==> src/rtl/dict_buffer_mw.sv <==
// dict_buffer_mw: multi-lane circular compression dictionary with flattened read-out, valid mask and count.
// Optional registered lookup comparator enabled by defining DICT_MATCH_EN.
module dict_buffer_mw #(
  parameter int DATA_WIDTH = 32,
  parameter int DEPTH = 16,
  parameter int LANES = 2
) (
  input  logic                          i_clk,
  input  logic                          i_reset,
  input  logic                          i_clear,
  input  logic [LANES-1:0]              i_wr_en,
  input  logic [LANES*DATA_WIDTH-1:0]   i_wr_data,
  output logic [DEPTH*DATA_WIDTH-1:0]   o_r_data,
  output logic [DEPTH-1:0]              o_valid,
  output logic [$clog2(DEPTH)-1:0]      o_wr_ptr,
  output logic [$clog2(DEPTH+1)-1:0]    o_count,
  output logic                          o_wrap
`ifdef DICT_MATCH_EN
  ,
  input  logic                          i_lookup_valid,
  input  logic [DATA_WIDTH-1:0]         i_lookup_data,
  output logic                          o_hit,
  output logic [$clog2(DEPTH)-1:0]      o_hit_idx
`endif
);
  localparam int PW = $clog2(DEPTH);
  localparam int CW = $clog2(DEPTH+1);
  localparam int SW = PW + 2;
  logic [DATA_WIDTH-1:0] r_mem [DEPTH];
  logic [DEPTH-1:0]      r_valid;
  logic [PW-1:0]         r_wr_ptr;
  logic [CW-1:0]         r_count;
  logic [SW-1:0]         w_k;
  logic                  w_run;
  logic [SW-1:0]         w_sum;
  logic [PW-1:0]         w_ptr_nxt;
  logic [CW:0]           w_cnt_sum;
  logic [CW-1:0]         w_cnt_nxt;
  logic [PW-1:0]         w_slot [LANES];
  // k counts only the unbroken run of enables starting at lane 0
  always_comb begin
    w_k = '0;
    w_run = 1'b1;
    for (int j = 0; j < LANES; j++) begin
      w_run = w_run & i_wr_en[j];
      w_k = w_k + SW'(w_run);
    end
  end
  for (genvar j = 0; j < LANES; j++) begin : g_lane
    logic [SW-1:0] w_lane;
    assign w_lane = SW'(r_wr_ptr) + SW'(j);
    assign w_slot[j] = PW'(w_lane >= SW'(DEPTH) ? w_lane - SW'(DEPTH) : w_lane);
  end
  always_comb begin
    w_sum = SW'(r_wr_ptr) + w_k;
    w_ptr_nxt = PW'(w_sum >= SW'(DEPTH) ? w_sum - SW'(DEPTH) : w_sum);
    w_cnt_sum = {1'b0, r_count} + (CW+1)'(w_k);
    w_cnt_nxt = w_cnt_sum >= (CW+1)'(DEPTH) ? CW'(DEPTH) : CW'(w_cnt_sum);
    o_wrap = (w_k != '0) && (w_sum >= SW'(DEPTH));
  end
  always_ff @(posedge i_clk) begin
    if (i_reset) begin
      for (int i = 0; i < DEPTH; i++) r_mem[i] <= '0;
      r_valid <= '0;
      r_wr_ptr <= '0;
      r_count <= '0;
    end else if (i_clear) begin
      r_valid <= '0;
      r_wr_ptr <= '0;
      r_count <= '0;
    end else begin
      for (int j = 0; j < LANES; j++) begin
        if (SW'(j) < w_k) begin
          r_mem[w_slot[j]] <= i_wr_data[j*DATA_WIDTH +: DATA_WIDTH];
          r_valid[w_slot[j]] <= 1'b1;
        end
      end
      r_wr_ptr <= w_ptr_nxt;
      r_count <= w_cnt_nxt;
    end
  end
  for (genvar i = 0; i < DEPTH; i++) begin : g_out
    assign o_r_data[i*DATA_WIDTH +: DATA_WIDTH] = r_mem[i];
  end
  assign o_valid = r_valid;
  assign o_wr_ptr = r_wr_ptr;
  assign o_count = r_count;
`ifdef DICT_MATCH_EN
  logic          r_hit;
  logic [PW-1:0] r_hit_idx;
  logic          w_hit;
  logic [PW-1:0] w_hit_idx;
  // descending scan leaves the lowest matching index; sees pre-write state
  always_comb begin
    w_hit = 1'b0;
    w_hit_idx = '0;
    for (int i = DEPTH-1; i >= 0; i--) begin
      if (r_valid[i] && r_mem[i] == i_lookup_data) begin
        w_hit = 1'b1;
        w_hit_idx = PW'(i);
      end
    end
  end
  always_ff @(posedge i_clk) begin
    if (i_reset || i_clear) begin
      r_hit <= 1'b0;
      r_hit_idx <= '0;
    end else begin
      r_hit <= i_lookup_valid && w_hit;
      r_hit_idx <= i_lookup_valid ? w_hit_idx : '0;
    end
  end
  assign o_hit = r_hit;
  assign o_hit_idx = r_hit_idx;
`endif
endmodule

==> config.mk <==
export PLATFORM = sky130hd
export DESIGN_NAME = dict_buffer_mw
export DESIGN_NICKNAME = d
export VERILOG_FILES = /design/src/rtl/dict_buffer_mw.sv
export SDC_FILE = /design/constraint.sdc
export NUM_CORES = 1
export LEC_CHECK = 0
export ABC_AREA = 1
export BUFFER_PORTS_ARGS = -buffer_cell sky130_fd_sc_hd__buf_2
export CORE_AREA = 2 2 235 237
export CTS_CLUSTER_DIAMETER = 80
export DETAILED_ROUTE_END_ITERATION = 8
export DIE_AREA = 0 0 237 239
export GPL_ROUTABILITY_DRIVEN = 1
export GPL_TIMING_DRIVEN = 0
export SLEW_MARGIN = 40
export SYNTH_ARGS = -nofsm -noshare
export SYNTH_HDL_FRONTEND = slang
export SYNTH_SLANG_ARGS = --single-unit
==> constraint.sdc <==
create_clock -name i_clk -period 4.82 [get_ports i_clk]
set_clock_uncertainty 0.15 [all_clocks]
set_input_delay 0.723 -clock i_clk [delete_from_list [all_inputs] [get_ports i_clk]]
set_output_delay 0.723 -clock i_clk [all_outputs]
set_load 0.03 [all_outputs]
# == Word level (Yosys, flattened, before mapping) ==
# Memory sizes are Yosys's and may differ from the RTL's.
# Cells that the tools add are included.
# totals
ramBits,512
register_bits,25
memories,1
output_inout_bits,538
word_cells,61
# op_classes
magnitude_cmp,10
bitwise,3
n_addsub,7
reduce_logical,8
n_mux,28
# mem_list
memory,words,width,read_ports,rd_clocked_by_memory_dff,write_ports,line,rtl
r_mem,16,32,16,0,16,29,logic [DATA_WIDTH-1:0] r_mem [DEPTH];
# op_table
op,count
$mux W16,4
$mux W32,2
$reduce_or A32 Y1,2
$or A16 B16 Y16,2
$mux W4,5
$mux W1,14
$sub A4 B1 Y4 const B,3
$ge A5 B5 Y1 const B,2
$lt A4 B5 Y1 const B,2
$demux W1 S4,2
$ge A4 B1 Y1 const B,2
$add A5 B2 Y6,1
$ge A6 B5 Y1 const B,1
$reduce_bool A6 Y1,1
$add A4 B1 Y5 const B,1
$add A4 B2 Y5,1
$ge A4 B5 Y1 const B,1
$mux W5,1
$lt A1 B2 Y1 const A,2
$logic_and A1 B1 Y1,3
$reduce_or A3 Y1,1
$add A1 B1 Y2,1
$reduce_or A2 Y1,1
$and A1 B1 Y1,1

# == Longest topological paths before layout ==
# depth
depth_word,12
ltp_mapped,14

# == Least setup slack after synthesis ==
# No wires, ideal clock.
# synth_timing
kind,in2reg
startpoint,in i_wr_en[0]
endpoint,mem r_mem[2][0] (enable)
t_arrival_ns,2.489
setup_ns,0.562
cell_stages,7
t_required_ns,4.108
slack_ns,1.619
path_cell_list,buf_2 > nand2_1 > inv_2 > buf_2 > nand2_1 > clkbuf_1 > nand3_1
# synth_rtl
element,line,rtl
"start, declared",11,"input logic [LANES-1:0] i_wr_en,"
"end, declared",29,

==> summary.txt <==
GRT
  – Global route total overflow: 0
  – First-pass GRT wire length: 136600 µm
  – GRT Overall Usage: 0.3492
  – Largest net degree at the start of global routing: 25
  – Initial antenna violation count: 11
  – Vias in the first global route: 17.66k

Final layout
  – Share of layout cells above drive strength 1: 0.3460
  – Layout area overhead: 29.51%
  – Fillers: 4814
  – Area occupied by multi-input gates: 4369 µm²
  – Post-layout nets: 2321
  – Register area: 15880 µm²

Timing
  – Final Hold Vio Count: 0
  – Max_slew headroom: 0.3512
  – Crit share post-route: 0.7216
  – Final setup vio count: 0
  – Fmax: 287.5 MHz
  – RSZ-0062 raised after global routing: no
  – Clock period minus worst slack: 3.478 ns
  – Worst-margin pin slew: 0.9733 ns
  – Fin. max-slew vios: 0
  – WHS: 0.2681 ns

Power
  – Power Density: 389.8 nW/µm²
  – Worst-case vdd ir drop: 331.5 µV
  – Int Pwr: 7927 µW
  – NetSw: 2744 µW
  – Combinational fraction of design power: 0.096
  – Power consumption: 10670 µW
  – Sequential power share: 0.500
  – Switching share of total power: 0.2571
  – Clk pwr share: 0.404
  – LEAKAGE: 0.01128 µW

Drt
  – DR iter-0 viols: 2331
  – Post-route antenna net violation count: 0
  – Drt drc: 0
  – Via density per instance: 6.189
  – Via count: 18.56k
  – Drt pass-1 iters: 6
  – WL/cell: 34.01 µm
  – Routed WL: 102000 µm

CTS
  – CTS resizes: 0
  – CTS tree: done
  – Bufs on Longest Clock Path: 3
  – Clk root buf: clkbuf_16
  – Clock transition at path regs: 0.06 ns
  – CTS sink count: 537
  – TritonCTS buffer count: 55
  – Setup Fix Bufs, Post-CTS: 0
  – Later-pin clock latency in the skew report: 0.60 ns
  – CTS Hold Bufs: 0
  – H-tree lvl count: 2

Worst hold path
  – Worst Hold End: r_mem[7][22]
  – Worst hold path stage count: 3
  – Worst hold path class: primary input to flip-flop
  – HP Start: i_wr_data[22]

Placed design
  – Buffers on Ports: 604
  – DP HPWL: 72140 µm
  – GPL Wtd Cong: 0.9713

Floorplan
  – Core ar.: 54340 µm²
  – Die height: 239 µm
  – Initial Utilization: 0.3890
  – Rows: 86
  – Die ar.: 56640 µm²
  – # IOs: 607
  – Width of the die: 237 µm

Synthesis
  – Avg Inst Size Synth: 13.45 µm²
  – Syn Std Cell Area: 21140 µm²
  – Yosys top cell area share: 0.7274
  – Seq cells post-synth: 537
  – Post-synthesis sequential area ratio: 0.7510
  – Cells after synthesis: 1571
  – Area contributors post-synth: edfxtp_1 (73%), o22ai_1 (12%), nand2_1 (2.4%), dfxtp_1 (2.4%), clkbuf_1 (2.2%)
  – Unique masters post-synth: 23
  – Syn Nets: 1644
  – Cell taking the most area after synthesis: edfxtp_1
  – Yosys warning total: 0

Run status
  – Status: completed

Setup path
  – Setup crit end kind: flip-flop
  – Setup crit start kind: flip-flop
  – Worst reg2reg path depth: 6
  – Reg2reg start: o_wr_ptr[2]
  – Required time of the critical path: 4.96 ns
  – Worst R2R Setup Slack: 1.34 ns
  – WP data arrival: 3.62 ns
  – CP Max Fanout: 21
  – Crit path kind: flip-flop to flip-flop
  – Capturing point of the worst reg2reg path: r_mem[8][7]

Flow run
  – Max cap viols: 0
[cells in the mapped netlist (all sizes together)]
master,number
ha,4
nand3,49
dfxtp,25
o22ai,420
buf,42
nand2,136
o211ai,1
clkbuf,126
a21oi,8
nor3,5
a31oi,1
a21o,1
xor2,1
nor2,32
o21ai,102
inv,106
edfxtp,512
[metrics by stage]
stage               TNS [ns]    util  setup slack [ns]  instances  instance area (µm²)
finish                     0  0.5038             1.342       2999                27380
CTS                        0  0.5036             1.422       2996                27370
global route               0  0.5038             1.374       2999                27380
floorplan                  0       -             1.619       1571                21140
global placement     -110.88  0.4608           -0.6462       2879                25040
detailed placement         0  0.4711             1.015       2895                25600
[layout make-up]
type / count / share of cell area
flip-flops and latches: 537 / 0.5799
multi-input cells: 760 / 0.1596
repair buffers: 620 / 0.1229
clock buffers: 72 / 0.05489
well taps: 704 / 0.03218
plain buffers: 168 / 0.02610
inverters: 106 / 0.01453
clock inverters: 29 / 0.009598
diodes: 3 / 0.0002742
[worst max-delay path by stage]
stage / startpoint / end / slack (ns) / depth (start not counted)
floorplan: i_wr_en[0] / r_mem[2][0] / 1.62 / 7
global placement: i_reset / r_mem[6][10] / -0.65 / 8
detailed placement: i_reset / r_mem[8][11] / 1.01 / 8
CTS: o_wr_ptr[2] / r_mem[8][10] / 1.42 / 6
global route: o_wr_ptr[2] / r_mem[8][5] / 1.37 / 6
finish: o_wr_ptr[2] / r_mem[8][7] / 1.34 / 6
[metal layers]
layer	track usage	vias up	routed length [µm]
met5	0	-	79
met4	0.1730	12	5894
met3	0.1122	340	13610
met2	0.5647	1656	47230
met1	0.4229	9088	35200
li1	-	7464	-
[logic make-up (layout without fill, tap and decap cells)]
logic type               count (synthesis)  in the layout  share of synthesized area
AO/OA/AOI/OAI                          533            533                     0.1514
XOR/XNOR                                 1              1                  0.0004144
adder cells (fa/ha/maj)                  4              4                   0.002368
buffers and inverters                  274            995                    0.05108
flip-flops                             537            537                     0.7510
other                                    0              3                          0
AND/OR/NAND/NOR                        222            222                    0.04374
[state kept, by name, indices dropped and copies added, names as in the netlist]
signal	flops
o_valid	16
r_mem	512
o_count	5
o_wr_ptr	4
[power groups by stage]
stage               logic (µW)  registers [µW]  clock network, µW
finish                    1030            5330               4310
global route              1060            5340               4470
CTS                       1020            5330               4290
detailed placement        1010            5430                  0
global placement           962            5450                  0
floorplan                  210            5770                  0
[worst max-delay path, cell delays in order (launching register included)]
cell and delay (ns):
dfxtp_1 0.49, nand2_1 0.24, nor3_4 0.52, nand2_1 0.73
clkbuf_1 0.43, nand3_4 0.29, buf_12 0.24
[placed cells by master, fill, tap and decap left out, drive strengths merged, types with 3 or more instances in the layout]
master	synthesis	routed
a21oi	8	8
buf	42	662
bufinv	0	5
clkbuf	126	198
clkinv	0	23
dfxtp	25	25
diode	0	3
edfxtp	512	512
ha	4	4
inv	106	106
nand2	136	136
nand3	49	49
nor2	32	32
nor3	5	5
o21ai	102	102
o22ai	420	420
Power figures use the tool's default switching activity.
